<file path="config.mk">
export PLATFORM = sky130hd
export DESIGN_NAME = atmospheric_light
export DESIGN_NICKNAME = d
export VERILOG_FILES = /design/src/rtl/haze_pkg.sv /design/src/rtl/atmos_iir_clamp.sv /design/src/rtl/atmospheric_light.sv
export SDC_FILE = /design/constraint.sdc
export NUM_CORES = 1
export LEC_CHECK = 0
export BUFFER_PORTS_ARGS = -buffer_cell sky130_fd_sc_hd__buf_2
export CAP_MARGIN = 20
export CORE_MARGIN = 2
export CORE_UTILIZATION = 46
export CTS_BUF_LIST = sky130_fd_sc_hd__clkbuf_2
export DETAILED_ROUTE_END_ITERATION = 16
export PLACE_DENSITY = 0.69
export SLEW_MARGIN = 10
export SYNTH_ARGS = -nofsm -noshare
export SYNTH_HDL_FRONTEND = slang
export SYNTH_HIERARCHICAL = 1
export SYNTH_SLANG_ARGS = --single-unit
</file>
<file path="constraint.sdc">
create_clock -name clk -period 4.07 [get_ports clk]
set_input_delay 0.6105 -clock clk [delete_from_list [all_inputs] [get_ports clk]]
set_output_delay 0.6105 -clock clk [all_outputs]
set_load 0.005 [all_outputs]
</file>
<file path="src/rtl/haze_pkg.sv">
// Shared definitions for the haze-removal pipeline stages: pixel widths,
// RGB channel slice positions, the atmospheric-light reset value and the
// state type of the atmospheric-light commit sequencer.
package haze_pkg;

    localparam int PIX_W = 8;
    localparam int RGB_W = 24;

    localparam int R_HI = 23;
    localparam int R_LO = 16;
    localparam int G_HI = 15;
    localparam int G_LO = 8;
    localparam int B_HI = 7;
    localparam int B_LO = 0;

    localparam logic [PIX_W-1:0] A_RESET = 8'hFF;

    typedef enum logic [1:0] {
        ACCUM = 2'd0,
        UPD1  = 2'd1,
        UPD2  = 2'd2
    } atmos_state_e;

endpackage

</file>
<file path="src/rtl/atmos_iir_clamp.sv">
// One colour channel of the atmospheric-light commit datapath: the
// inter-frame IIR step (bypassed for the very first frame) followed by the
// floor clamp. The channel keeps its own committed output, which is also
// the "old" value the next smoothing step starts from.
module atmos_iir_clamp
    import haze_pkg::*;
#(
    parameter int SMOOTH_SHIFT = 2,
    parameter int A_FLOOR      = 100
) (
    input  logic             clk,
    input  logic             rst,
    input  logic [PIX_W-1:0] cand_i,
    input  logic             first_done_i,
    input  logic             load_s_i,
    input  logic             load_out_i,
    output logic [PIX_W-1:0] out_o
);

    localparam logic signed [9:0] FLOOR10 = 10'(A_FLOOR);

    logic signed [9:0] diff;
    logic signed [9:0] step;
    logic signed [9:0] s_d;
    logic signed [9:0] s_q;
    logic [PIX_W-1:0]  out_d;
    logic [PIX_W-1:0]  out_q;

    // Smoothed value: the arithmetic shift rounds toward -inf, so the result
    // always lies between the old and the candidate value (0..255).
    always_comb begin
        diff = $signed({2'b00, cand_i}) - $signed({2'b00, out_q});
        step = diff >>> SMOOTH_SHIFT;
        s_d  = first_done_i ? ($signed({2'b00, out_q}) + step)
                            : $signed({2'b00, cand_i});
    end

    // Floor clamp applied to the registered smoothed value.
    always_comb begin
        out_d = (s_q < FLOOR10) ? FLOOR10[PIX_W-1:0] : s_q[PIX_W-1:0];
    end

    // Two-stage register pair: smoothed value in the first update cycle,
    // clamped output in the second.
    always_ff @(posedge clk or posedge rst) begin
        if (rst) begin
            s_q   <= '0;
            out_q <= A_RESET;
        end else begin
            if (load_s_i) begin
                s_q <= s_d;
            end
            if (load_out_i) begin
                out_q <= out_d;
            end
        end
    end

    assign out_o = out_q;

endmodule

</file>
<file path="src/rtl/atmospheric_light.sv">
// Atmospheric-light estimator: tracks the brightest dark-channel pixel of
// each frame (raster-first on ties), and at every frame boundary commits its
// RGB through the per-channel smoothing/clamp datapath. The committed value
// stays stable for the whole following frame.
module atmospheric_light
    import haze_pkg::*;
#(
    parameter int SMOOTH_SHIFT = 2,
    parameter int A_FLOOR      = 100
) (
    input  logic             clk,
    input  logic             rst,
    input  logic             per_frame_vsync,
    input  logic             per_frame_href,
    input  logic             per_frame_clken,
    input  logic [PIX_W-1:0] per_dark,
    input  logic [RGB_W-1:0] per_img,
    output logic [PIX_W-1:0] atmos_r,
    output logic [PIX_W-1:0] atmos_g,
    output logic [PIX_W-1:0] atmos_b,
    output logic [PIX_W-1:0] atmos_dark_max,
    output logic             atmos_valid,
    output logic             atmos_update
);

    atmos_state_e     state_q;
    atmos_state_e     state_d;
    logic             vsync_q;
    logic             rise;
    logic             candValid_q;
    logic [PIX_W-1:0] candDark_q;
    logic [RGB_W-1:0] candRgb_q;
    logic [PIX_W-1:0] commitDark_q;
    logic [RGB_W-1:0] commitRgb_q;
    logic             firstDone_q;
    logic [PIX_W-1:0] darkMax_q;
    logic             update_q;
    logic             commitNow;
    logic             unusedHref;

    // Line valid carries no information this stage needs.
    assign unusedHref = per_frame_href;

    assign rise      = per_frame_vsync & ~vsync_q;
    assign commitNow = rise && candValid_q && (state_q == ACCUM);

    // Delayed vsync for rising-edge detection.
    always_ff @(posedge clk or posedge rst) begin
        if (rst) begin
            vsync_q <= 1'b0;
        end else begin
            vsync_q <= per_frame_vsync;
        end
    end

    // Per-frame maximum search; a pixel arriving with the rise opens the new frame.
    always_ff @(posedge clk or posedge rst) begin
        if (rst) begin
            candValid_q <= 1'b0;
            candDark_q  <= '0;
            candRgb_q   <= '0;
        end else if (rise) begin
            candValid_q <= per_frame_clken;
            if (per_frame_clken) begin
                candDark_q <= per_dark;
                candRgb_q  <= per_img;
            end
        end else if (per_frame_clken && (!candValid_q || per_dark > candDark_q)) begin
            candValid_q <= 1'b1;
            candDark_q  <= per_dark;
            candRgb_q   <= per_img;
        end
    end

    // Snapshot of the finished frame's winner, used by the update cycles.
    always_ff @(posedge clk or posedge rst) begin
        if (rst) begin
            commitDark_q <= '0;
            commitRgb_q  <= '0;
        end else if (commitNow) begin
            commitDark_q <= candDark_q;
            commitRgb_q  <= candRgb_q;
        end
    end

    // Update sequencer; a rise during an update is ignored so it can finish.
    always_comb begin
        state_d = state_q;
        case (state_q)
            ACCUM:   if (commitNow) state_d = UPD1;
            UPD1:    state_d = UPD2;
            UPD2:    state_d = ACCUM;
            default: state_d = ACCUM;
        endcase
    end

    // State register.
    always_ff @(posedge clk or posedge rst) begin
        if (rst) begin
            state_q <= ACCUM;
        end else begin
            state_q <= state_d;
        end
    end

    // Status outputs written together with the clamped channel values.
    always_ff @(posedge clk or posedge rst) begin
        if (rst) begin
            firstDone_q <= 1'b0;
            darkMax_q   <= '0;
            update_q    <= 1'b0;
        end else begin
            update_q <= (state_q == UPD2);
            if (state_q == UPD2) begin
                firstDone_q <= 1'b1;
                darkMax_q   <= commitDark_q;
            end
        end
    end

    atmos_iir_clamp #(.SMOOTH_SHIFT(SMOOTH_SHIFT), .A_FLOOR(A_FLOOR)) uChanR (
        .clk          (clk),
        .rst          (rst),
        .cand_i       (commitRgb_q[R_HI:R_LO]),
        .first_done_i (firstDone_q),
        .load_s_i     (state_q == UPD1),
        .load_out_i   (state_q == UPD2),
        .out_o        (atmos_r)
    );

    atmos_iir_clamp #(.SMOOTH_SHIFT(SMOOTH_SHIFT), .A_FLOOR(A_FLOOR)) uChanG (
        .clk          (clk),
        .rst          (rst),
        .cand_i       (commitRgb_q[G_HI:G_LO]),
        .first_done_i (firstDone_q),
        .load_s_i     (state_q == UPD1),
        .load_out_i   (state_q == UPD2),
        .out_o        (atmos_g)
    );

    atmos_iir_clamp #(.SMOOTH_SHIFT(SMOOTH_SHIFT), .A_FLOOR(A_FLOOR)) uChanB (
        .clk          (clk),
        .rst          (rst),
        .cand_i       (commitRgb_q[B_HI:B_LO]),
        .first_done_i (firstDone_q),
        .load_s_i     (state_q == UPD1),
        .load_out_i   (state_q == UPD2),
        .out_o        (atmos_b)
    );

    assign atmos_dark_max = darkMax_q;
    assign atmos_valid    = firstDone_q;
    assign atmos_update   = update_q;

endmodule

</file>
Word-level counts from Yosys, hierarchy flattened
Index checks and enable logic that the tools add are counted.
{ "word_totals": {"register_bits": 132, "inputBits": 37, "output_inout_bits": 34, "word_cells": 56} }
{ "classes": {"addsub": 6, "n_lt_le_gt_ge": 4, "eq_ne": 4, "n_mux": 16, "bitwise_logic": 2, "reduce_logical": 8} }
{ "ops": {"columns": ["cell", "count"], "rows": [
  ["24-bit 2-to-1 mux", 3],
  ["8-bit 2-to-1 mux", 6],
  ["9-bit by 7-bit adder with 10-bit output", 3],
  ["10-bit by 8-bit < comparator with 1-bit output (second input constant)", 3],
  ["10-bit 2-to-1 mux", 3],
  ["8-bit by 8-bit subtractor with 9-bit output", 3],
  ["8-bit greater-than comparator", 1],
  ["2-bit inequality test (second input constant)", 2],
  ["2-bit case mux with 2 select lines", 1],
  ["1-bit logical AND", 3],
  ["2-bit by 1-bit equality test with 1-bit output (second input constant)", 1],
  ["2-bit equality test (second input constant)", 1],
  ["2-bit zero test", 1],
  ["1-bit 2-to-1 mux", 2],
  ["2-bit 2-to-1 mux", 1],
  ["2-bit AND reduction", 1],
  ["2-bit nonzero test", 1],
  ["1-bit AND", 1],
  ["1-bit zero test", 1],
  ["1-bit logical OR", 1],
  ["1-bit inverter", 1]
]} }

Depth between registers and ports, before layout
Gate-level depths: netlist (run 1).
{ "logic_depth": {"depth_word": 6, "mapped_depth": 13, "ltp_nobuf": 13} }

By module
The synthesis (run 1) kept the hierarchy.
{ "modules_own_cells": {"columns": ["module", "n_inst", "cells_each", "area_per_inst_um2", "seq_area_each_um2"], "rows": [
  ["atmospheric_light", 1, 240, 3463.3, 1951.9],
  ["atmos_iir_clamp (uChanG ...)", 2, 167, 1461.4, 460.4],
  ["atmos_iir_clamp (uChanB)", 1, 162, 1450.1, 460.4]
]} }

Worst setup path after synthesis (run 1)
No wires, ideal clock.
{ "synth_path": {"path_type": "flip-flop to flip-flop", "from": "register uChanG.out_q[1], in the netlist uChanG/out_o[1]", "to": "register uChanG.s_q[8]", "setup_time_ps": 140, "arrival_ps": 3072, "required_time_ps": 3930, "path_slack_ps": 858, "stages_incl_launch_ff": 13, "path_buffers": 0, "synth_period_minus_slack_ps": 3212, "path_cell_list": "dfstp_2 inv_1 ha_1 a2111o_1 a311o_1 a21oi_2 xnor2_1 ha_1 o211a_1 o31a_1 o41ai_1 a21boi_0 o32ai_1"} }
{ "synth_between": {"elab_chain_len": 3} }
{ "synth_rtl": {"columns": ["item", "line_no", "rtl"], "rows": [
  ["start: declaration", "atmos_iir_clamp.sv:27", "logic [PIX_W-1:0] out_q;"],
  ["start signal: assignment", "atmos_iir_clamp.sv:54", "out_q <= out_d;"],
  ["8-bit by 8-bit subtractor with 9-bit output", "atmos_iir_clamp.sv:32", "diff = $signed({2'b00, cand_i}) - $signed({2'b00, out_q});"],
  ["9-bit by 7-bit adder with 10-bit output *", "atmos_iir_clamp.sv:34", "s_d = first_done_i ? ($signed({2'b00, out_q}) + step)"],
  ["10-bit 2-to-1 mux *", "atmos_iir_clamp.sv:34", null],
  ["end signal: assignment", "atmos_iir_clamp.sv:47", "s_q <= '0;"],
  ["end signal: assignment", "atmos_iir_clamp.sv:51", "s_q <= s_d;"],
  ["end: declaration", "atmos_iir_clamp.sv:25", "logic signed [9:0] s_q;"]
]} }
Every way passes the cells marked *; elsewhere a longest branch is shown, timed or not.
A chain may end at the register's enable or synchronous reset.

Final worst setup path (run 1)
{ "layout_path": {"from": "register uChanB.out_q[3], in the netlist uChanB/out_o[3]", "to": "register uChanB.s_q[8]"} }
{ "layout_between": {"elab_chain_len": 3} }
{ "layout_rtl": {"columns": ["item", "line_no"], "rows": [
  ["start: declaration", "atmos_iir_clamp.sv:27"],
  ["start signal: assignment", "atmos_iir_clamp.sv:54"],
  ["8-bit by 8-bit subtractor with 9-bit output", "atmos_iir_clamp.sv:32"],
  ["9-bit by 7-bit adder with 10-bit output *", "atmos_iir_clamp.sv:34"],
  ["10-bit 2-to-1 mux *", "atmos_iir_clamp.sv:34"],
  ["end signal: assignment", "atmos_iir_clamp.sv:47"],
  ["end signal: assignment", "atmos_iir_clamp.sv:51"],
  ["end: declaration", "atmos_iir_clamp.sv:25"]
]} }
Marked as above.

==> impl_metrics.csv, run 1 <==
group,metric,value,unit
status,status,"complete, no violations",
sta,finalCritPeriodShare,0.879,
sta,fin_setup_tns,0,ns
cells_and_area,nets,901,
setup_path,endpoint_kind,"register",
global_routing,grt_max_degree,55,
synth,async_flop_share,1.00,
clock_tree,cts_resized,0,
floorplan,num_rows,47,
cells_and_area,syn_to_final_growth,10.3,%
drt,drc,0,
global_routing,grt.total_usage,0.205,
synth,synthFlopType,"dfrtp_1",
synth,syn_avg_cell_area,10.6,µm²
setup_path,critPathTopFamily,"simple AND/OR/NAND/NOR gates",
sta,skew,0.0483,ns
floorplan,die_height,135,µm
clock_tree,cts_tree,"yes",
clock_tree,clkTransAtPathRegs,0.22,ns
synth,synth_top_cell_area_share,0.345,
global_routing,grt_pass1_vias,5681,
floorplan,dieArea,0.0181,mm²
global_routing,grt_pass1_wl,29.5,mm
drt,drt-wirelength-per-cell,17.1,µm
synth,ys_top_cells_by_area,"dfrtp_1 (34%), ha_1 (8.9%), dfstp_2 (8.0%)",
synth,yosys-top-cells-count,"dfrtp_1 (108), inv_1 (60), ha_1 (56), a21oi_1 (47), nor2_1 (41)",
setup_path,worst-path-buf-inv,1,
sta,period_needed,3.58,ns
drt,via_per_inst,5.62,
sta,drv_slew,0,
synth,mappedNetlistArea,0.00784,mm²
drt,antenna_left,0,
synth,ys_ff_latch,132,
placement,gp_congestion,0.851,
floorplan,initial_core_util,0.471,
synth,syn_nets,832,
floorplan,die_w,135,µm
floorplan,pin_count,71,
clock_tree,clock-root-buffer,"clkbuf_2",
clock_tree,clockBufferDepth,2,
synth,synth_edf_count,0,
clock_tree,cts_buffers,17,
synth,synth_most_common_cell,"dfrtp_1",
clock_tree,cts.sinks,132,
sta,setup_viol,0,
synth,ys_warn_count,6,
setup_path,cp-start-kind,"register",
setup_path,critical_path.cell_chain,"inv_1, ha_1, o21a_1, nor2_1, nor3b_1, nor2_1, xnor2_1, ha_1, o211a_1, o31a_1, o41a_1, or4_1, o221ai_1",
placement,io_buffer_count,69,
drt,drt_wl_total,17.8,mm
placement,dp_hpwl,12.7,mm
drt,drtIter0Drc,316,
sta,relSlewSlack,0.364,
setup_path,cp.arrival,4.20,ns
sta,fmax,280,MHz
setup_path,crit_type,"register to register",
synth,syn_inst,736,
sta,tightest_slew,0.952,ns
sta,hold_viol_final,0,
sta,rsz0062_at_grt,"no",
cells_and_area,drive_gt1_frac,0.240,
drt,first_pass_iters,4,
global_routing,antenna_found_initial,1,
setup_path,crit_slowest_cell,"dfstp_2",
synth,ys_types,65,
synth,yosysTopAreaCell,"dfrtp_1",
setup_path,worst_ep_required_time,4.70,ns
synth,ys_seq_area_frac,0.425,
placement,dp_cells,1004,
clock_tree,htree_num_levels,4,
worst_hold_path,hold_path_class,"input port to async pin",
drt,vias,5843,
cells_and_area,final_cells,1039,
setup_path,critPathMaxFanout,5,
setup_path,max_stage_delay,0.59,ns
run,maxCapViolations,0,
clock_tree,post_cts_buffers,0,
floorplan,core,0.0166,mm²
clock_tree,insertion_delay,0.72,ns
global_routing,overflow,0,
clock_tree,cts_hold_buf,1,
registers in the layout (all words and copies together), names as in the netlist:
register        flops
commitRgb_q        24
uChanB/out_o        8
uChanG/out_o        8
uChanB/s_q         10
commitDark_q        8
candRgb_q          24
candValid_q         1
atmos_update        1
candDark_q          8
uChanR/out_o        8
uChanR/s_q         10
uChanG/s_q         10
atmos_valid         1
vsync_q             1
state_q             2
atmos_dark_max      8
kinds of logic (layout without fill, tap and decap cells):
| logic type | count (synthesis) | count (layout) | share of synthesized area |
|---|---|---|---|
| XOR/XNOR | 30 | 30 | 0.0335 |
| other | 0 | 1 | 0 |
| AO/OA/AOI/OAI | 228 | 228 | 0.218 |
| buffers and inverters | 90 | 172 | 0.0527 |
| AND/OR/NAND/NOR | 145 | 145 | 0.101 |
| multiplexers | 52 | 52 | 0.0728 |
| flip-flops | 132 | 132 | 0.425 |
| adder cells (fa/ha/maj) | 59 | 59 | 0.0971 |
stage by stage:
stage               hold slack, ns  worst slack (ns)  instance area, µm²   util
floorplan                    0.388             0.858                7840      -
global placement             0.403             0.601                8360  0.502
detailed placement           0.403             0.602                8360  0.502
CTS                       0.000105             0.503                8610  0.517
global route                0.0307             0.250                8640  0.519
finish                      0.0342             0.493                8640  0.519
final timing paths:
kind,startpoint,end,slack (ns),depth (start not counted)
worst max register to register,uChanB/out_o[3],uChanB/s_q[8],0.49,13
worst min-delay path,rst,uChanG/s_q[6],0.03,2
worst min register to register,uChanB/s_q[9],uChanB/out_o[7],0.43,1
min in group clk,per_img[15],candRgb_q[15],0.12,2
max in group asynchronous,rst,commitDark_q[3],3.08,3
worst max-delay path,uChanB/out_o[3],uChanB/s_q[8],0.49,13
area by class of cell:
class | instances | area (µm²)
antenna | 1 | 2.50
clock buffer | 21 | 105
clock inverter | 11 | 135
fill | 1530 | 8000
inverter | 61 | 231
multi-input combinational | 514 | 4120
sequential | 132 | 3330
tap | 220 | 275
timing repair buffer | 79 | 443
layout by cell type (no fill, tap or decap), drive strengths merged, types with 4 or more instances in the layout:
master | Yosys | layout
a21boi | 7 | 7
a21oi | 49 | 49
a221o | 32 | 32
a22o | 32 | 32
a31oi | 13 | 13
and3 | 4 | 4
and4 | 4 | 4
buf | 19 | 78
clkbuf | 10 | 21
clkinv | 0 | 8
dfrtp | 108 | 108
dfstp | 24 | 24
ha | 56 | 56
inv | 60 | 59
mux2 | 40 | 40
mux2i | 12 | 12
nand2 | 31 | 31
nand2b | 7 | 7
nand3 | 9 | 9
nor2 | 41 | 41
nor2b | 26 | 26
nor3 | 7 | 7
o21a | 7 | 7
o21ai | 36 | 36
o221ai | 4 | 4
o22a | 9 | 9
o311a | 6 | 6
o32ai | 5 | 5
or3 | 6 | 6
xnor2 | 21 | 21
xor2 | 9 | 9
metal layers:
metal / vias to the layer above / global-route usage / routed length [µm]
met5: - / 0 / 0
met4: 0 / 0.0778 / 396
met3: 24 / 0.0372 / 647
met2: 120 / 0.307 / 7750
met1: 2821 / 0.298 / 9010
li1: 2878 / - / -
Power of run 1 is not shown: default switching activity piles up to over one toggle a cycle in this logic, so the estimate is an artifact.
==> run 2: changes to the inputs <==
BUFFER_PORTS_ARGS = not set   (was -buffer_cell sky130_fd_sc_hd__buf_2)
CTS_CLUSTER_DIAMETER = 200   (was not set)
DONT_BUFFER_PORTS = 1   (was not set)
PLACE_DENSITY = 0.66   (was 0.69)
==> run 2 against run 1 <==
Sequential cell count unchanged. Worst setup slack worse by 0.061 ns. Critical endpoint is now uChanG/s_q[8]. Clock-buffer cell count decreased by 4. Critical path depth is 1 lower. Highest routed layer is now met5. Global-route usage increased by 0.94 points.
==> impl_metrics.csv, run 2 (synthesized netlist as in run 1, its figures left out) <==
group,metric,value,unit
status,status,"complete, no violations",
drt,drc,0,
clock_tree,clock-root-buffer,"clkbuf_2",
sta,hold_viol_final,0,
clock_tree,htree_num_levels,4,
floorplan,initial_core_util,0.471,
clock_tree,clkTransAtPathRegs,0.21,ns
floorplan,num_rows,47,
placement,post-place-ws,0.499,ns
cells_and_area,final_util,0.521,
setup_path,max_stage_delay,0.60,ns
floorplan,die_height,135,µm
clock_tree,cts_resized,0,
global_routing,grt.total_usage,0.215,
sta,tightest_slew,0.934,ns
clock_tree,insertion_delay,0.70,ns
setup_path,endpoint_kind,"register",
cells_and_area,reg.largest.list,"candRgb_q x24, commitRgb_q x24",
setup_path,path_common_cell,"ha_1",
floorplan,pin_count,71,
cells_and_area,stdcell_area,0.00867,mm²
sta,setup_viol,0,
drt,drtIter0Drc,367,
drt,drt-wirelength-per-cell,18.6,µm
sta,rsz0062_at_grt,"no",
worst_hold_path,hold_path_class,"input port to register",
sta,finalCritPeriodShare,0.894,
setup_path,cp.arrival,4.22,ns
sta,skew,0.0257,ns
run,maxCapViolations,0,
cells_and_area,final_common_cell,"dfrtp_1",
clock_tree,cts_buffers,17,
sta,fmax,275,MHz
floorplan,dieArea,0.0181,mm²
setup_path,crit_type,"register to register",
clock_tree,cts.sinks,132,
floorplan,die_w,135,µm
sta,relSlewSlack,0.375,
placement,io_buffer_count,0,
floorplan,core,0.0166,mm²
setup_path,startpoint,"uChanG/out_o[1]",
cells_and_area,layout_common_cells,"dfrtp_1 (108), inv_1 (59), ha_1 (56), a21oi_1 (47), nor2_1 (41)",
setup_path,cp-start-kind,"register",
setup_path,crit_slowest_cell,"dfstp_2",
setup_path,critPathMaxFanout,5,
setup_path,r2r_start,"uChanG/out_o[1]",
drt,antenna_left,0,
drt,via_per_inst,6.03,
global_routing,overflow,0,
setup_path,critical_path.cell_chain,"inv_1, ha_1, a2111o_1, a311o_1, a21oi_2, xnor2_1, ha_1, o211a_1, o31a_1, o41ai_1, a21boi_0, o32ai_1",
worst_hold_path,hold_path.startpoint,"per_img[0]",
global_routing,grt_max_degree,47,
placement,place_area,0.00802,mm²
cells_and_area,nets,864,
setup_path,worst_ep_required_time,4.66,ns
clock_tree,cts_tree,"yes",
cells_and_area,drive_gt1_frac,0.161,
sta,fin_ws,0.432,ns
placement,gp_congestion,0.858,
global_routing,antenna_found_initial,2,
sta,fin_setup_tns,0,ns
sta,period_needed,3.64,ns
drt,drt_wl_total,18.7,mm
clock_tree,clockBufferDepth,2,
drt,first_pass_iters,6,
sta,drv_slew,0,
global_routing,grt_pass1_wl,30.9,mm
drt,vias,6038,
placement,dp_hpwl,13.0,mm
global_routing,grt_pass1_vias,6050,
cells_and_area,syn_to_final_growth,10.6,%
run 2: cell count changes in the layout (fill, tap and decap cells not counted), sizes merged:
cell,before,now
clkbuf,21,17
buf,78,7
clkinv,8,7
bufinv,3,5
clkinvlp,2,4
dlygate4sd3,1,35
inv,59,60
run 2: worst max-delay path, delay by kind of cell (launching register included):
kind	cells	cell delay [ns]
buffers and inverters	1	0.09
flip-flops	1	0.60
adder cells (fa/ha/maj)	2	0.61
XOR/XNOR	1	0.14
AO/OA/AOI/OAI	8	2.12
run 2: per-stage QoR:
stage	hold WS, ns	std cells
floorplan	0.388	736
global placement	0.396	934
detailed placement	0.413	934
CTS	0.0398	1001
global route	0.0309	1002
finish	0.123	1002
run 2: worst paths after layout:
path / depth (start not counted) / endpoint / slack (ns)
worst min-delay path: 2 / candRgb_q[0] / 0.12
min in group asynchronous: 2 / uChanG/s_q[0] / 0.55
worst max-delay path: 12 / uChanG/s_q[8] / 0.43
max in group asynchronous: 3 / candDark_q[3] / 2.60
worst max register to register: 12 / uChanG/s_q[8] / 0.43
worst min register to register: 1 / uChanG/out_o[7] / 0.44
run 2: repair_timing:
action,4_1_cts,5_1_grt
hold buffers,35,0
setup buffers,0,0
hold endpoints to repair,109,0
run 2: final cells by class:
| type | instances | area (µm²) |
|---|---|---|
| fill | 1449 | 7970 |
| antenna | 1 | 2.50 |
| multi-input combinational | 514 | 4120 |
| sequential | 132 | 3330 |
| clock buffer | 17 | 85.1 |
| tap | 220 | 275 |
| inverter | 61 | 231 |
| timing repair buffer | 42 | 415 |
| clock inverter | 15 | 211 |
run 2: routing by layer:
layer,wire length [µm],global-route usage,vias up,part of all wire
met1,8430,0.278,3025,0.45
met3,989,0.0552,34,0.053
li1,-,-,2803,-
met2,8870,0.353,174,0.48
met4,358,0.0708,2,0.019
met5,11,0,-,0.00059
Power of run 2 is left out for the same reason.
==> run 3: changes to the inputs <==
CTS_CLUSTER_SIZE = 40   (was not set)
clock period = 3.45 ns   (was 4.07 ns; I/O delays follow)
==> run 3 against run 2 <==
Sequential share of layout area down 1.3 points. Sequential cell count unchanged. Die area unchanged. First-iteration DRC count up 3.0%. Global-route usage down 0.11 points. Via count up 1.2%. Fmax up 7.2%. Register-to-register slack worse by 0.37 ns. Non-clock buffer count up 28. Worst setup slack worse by 0.37 ns. Highest routed layer unchanged.
==> impl_metrics.csv, run 3 (synthesized netlist as in run 1, its figures left out) <==
group,metric,value,unit
status,status,"complete, no violations",
sta,period_needed,3.39,ns
drt,via_per_inst,5.93,
drt,vias,6110,
setup_path,cp-start-kind,"register",
sta,fin_setup_tns,0,ns
worst_hold_path,hold_path_class,"input port to register",
global_routing,grt_pass1_vias,6079,
drt,drtIter0Drc,378,
setup_path,worst_ep_required_time,4.11,ns
global_routing,antenna_found_initial,2,
sta,fmax,295,MHz
setup_path,crit_slowest_cell,"dfstp_2",
clock_tree,clkTransAtPathRegs,0.20,ns
cells_and_area,stdcell_area,0.00896,mm²
placement,gp_congestion,0.873,
setup_path,crit_type,"register to register",
sta,skew,0.0336,ns
clock_tree,cts.sinks,132,
cells_and_area,final_util,0.539,
setup_path,max_stage_delay,0.61,ns
clock_tree,clock-root-buffer,"clkbuf_2",
cells_and_area,nets,892,
drt,drt_wl_total,19.1,mm
floorplan,pin_count,71,
placement,io_buffer_count,0,
sta,timing.hold.ws,0.0662,ns
setup_path,rrSetupSlack,0.06,ns
floorplan,die_height,135,µm
drt,first_pass_iters,5,
cells_and_area,syn_to_final_growth,14.4,%
global_routing,grt_max_degree,55,
clock_tree,clockBufferDepth,2,
floorplan,die_w,135,µm
floorplan,initial_core_util,0.471,
cells_and_area,reg.largest.list,"candRgb_q x24, commitRgb_q x24",
setup_path,r2r_end,"uChanB/s_q[8]",
clock_tree,htree_num_levels,4,
floorplan,core,0.0166,mm²
global_routing,overflow,0,
clock_tree,insertion_delay,0.74,ns
setup_path,cp.arrival,4.06,ns
cells_and_area,drive_gt1_frac,0.226,
placement,dp_hpwl,13.2,mm
sta,hold_viol_final,0,
worst_hold_path,hold_depth,3,
setup_path,r2r_start,"uChanB/out_o[3]",
sta,relSlewSlack,0.445,
drt,drc,0,
setup_path,critPathMaxFanout,4,
floorplan,num_rows,47,
cells_and_area,layout_common_cells,"dfrtp_1 (108), inv_1 (56), ha_1 (50), a21oi_1 (41), mux2_2 (40)",
sta,setup_viol,0,
sta,finalCritPeriodShare,0.983,
run,maxCapViolations,0,
sta,tightest_slew,0.832,ns
worst_hold_path,hold_path_end,"candValid_q",
setup_path,critical_path.cell_chain,"inv_2, ha_4, o21a_1, nor2_2, nor3b_1, buf_4, a31oi_4, xnor2_2, ha_1, a21oi_2, clkinvlp_2, o41a_1, or4_1, o221ai_1",
global_routing,grt.total_usage,0.214,
drt,drt-wirelength-per-cell,18.5,µm
global_routing,grt_pass1_wl,30.7,mm
worst_hold_path,hold_path.startpoint,"per_frame_vsync",
sta,drv_slew,0,
clock_tree,cts_buffers,17,
clock_tree,cts_tree,"yes",
floorplan,dieArea,0.0181,mm²
setup_path,endpoint_kind,"register",
cells_and_area,final_common_cell,"dfrtp_1",
setup_path,worst_r2r_path_depth,14,
placement,place_area,0.00814,mm²
drt,antenna_left,0,
-- run 3: timing repair --
action	in CTS	in global routing
resized for setup	5	33
endpoints found under the hold margin	112	0
buffers inserted	0	11
endpoints found under the setup margin	4	11
hold buffers	35	0
pin swaps	0	21
-- run 3: how the worst max path moves through the flow --
stage,startpoint,endpoint,slack [ns]
global route,uChanB/out_o[3],uChanB/s_q[8],-0.07
detailed placement,uChanG/out_o[1],uChanG/s_q[8],-0.10
CTS,uChanG/out_o[1],uChanG/s_q[6],0.01
floorplan,uChanG/out_o[1],uChanG/s_q[8],0.24
finish,uChanB/out_o[3],uChanB/s_q[8],0.06
global placement,uChanG/out_o[1],uChanG/s_q[8],0.05
-- run 3: worst max-delay path: cells and delay by family, from the launching register on --
| kind | cells | cell delay [ns] |
|---|---|---|
| flip-flops | 1 | 0.61 |
| buffers and inverters | 3 | 0.39 |
| AND/OR/NAND/NOR | 3 | 0.68 |
| AO/OA/AOI/OAI | 5 | 0.87 |
| XOR/XNOR | 1 | 0.14 |
| adder cells (fa/ha/maj) | 2 | 0.63 |
-- run 3: through the flow --
step                setup WS (ns)  std cells
floorplan                   0.238        736
global placement           0.0513        951
detailed placement         -0.105        951
CTS                        0.0109       1018
global route              -0.0671       1030
finish                     0.0573       1030
-- run 3: metal layers --
| layer | wire (µm) | vias up | global-route usage |
|---|---|---|---|
| met2 | 9230 | 181 | 0.337 |
| met5 | 6 | - | 0 |
| li1 | - | 2858 | - |
| met1 | 8510 | 3037 | 0.289 |
| met3 | 1010 | 32 | 0.0518 |
| met4 | 331 | 2 | 0.0737 |
-- run 3: layout make-up --
type                       instances  area [µm²]
fill                            1444        7680
multi-input combinational        514        4320
sequential                       132        3330
timing repair buffer              70         613
tap                              220         275
inverter                          61         231
clock buffer                      20         100
clock inverter                    12        90.1
antenna                            1        2.50
Power of run 3 is left out for the same reason.
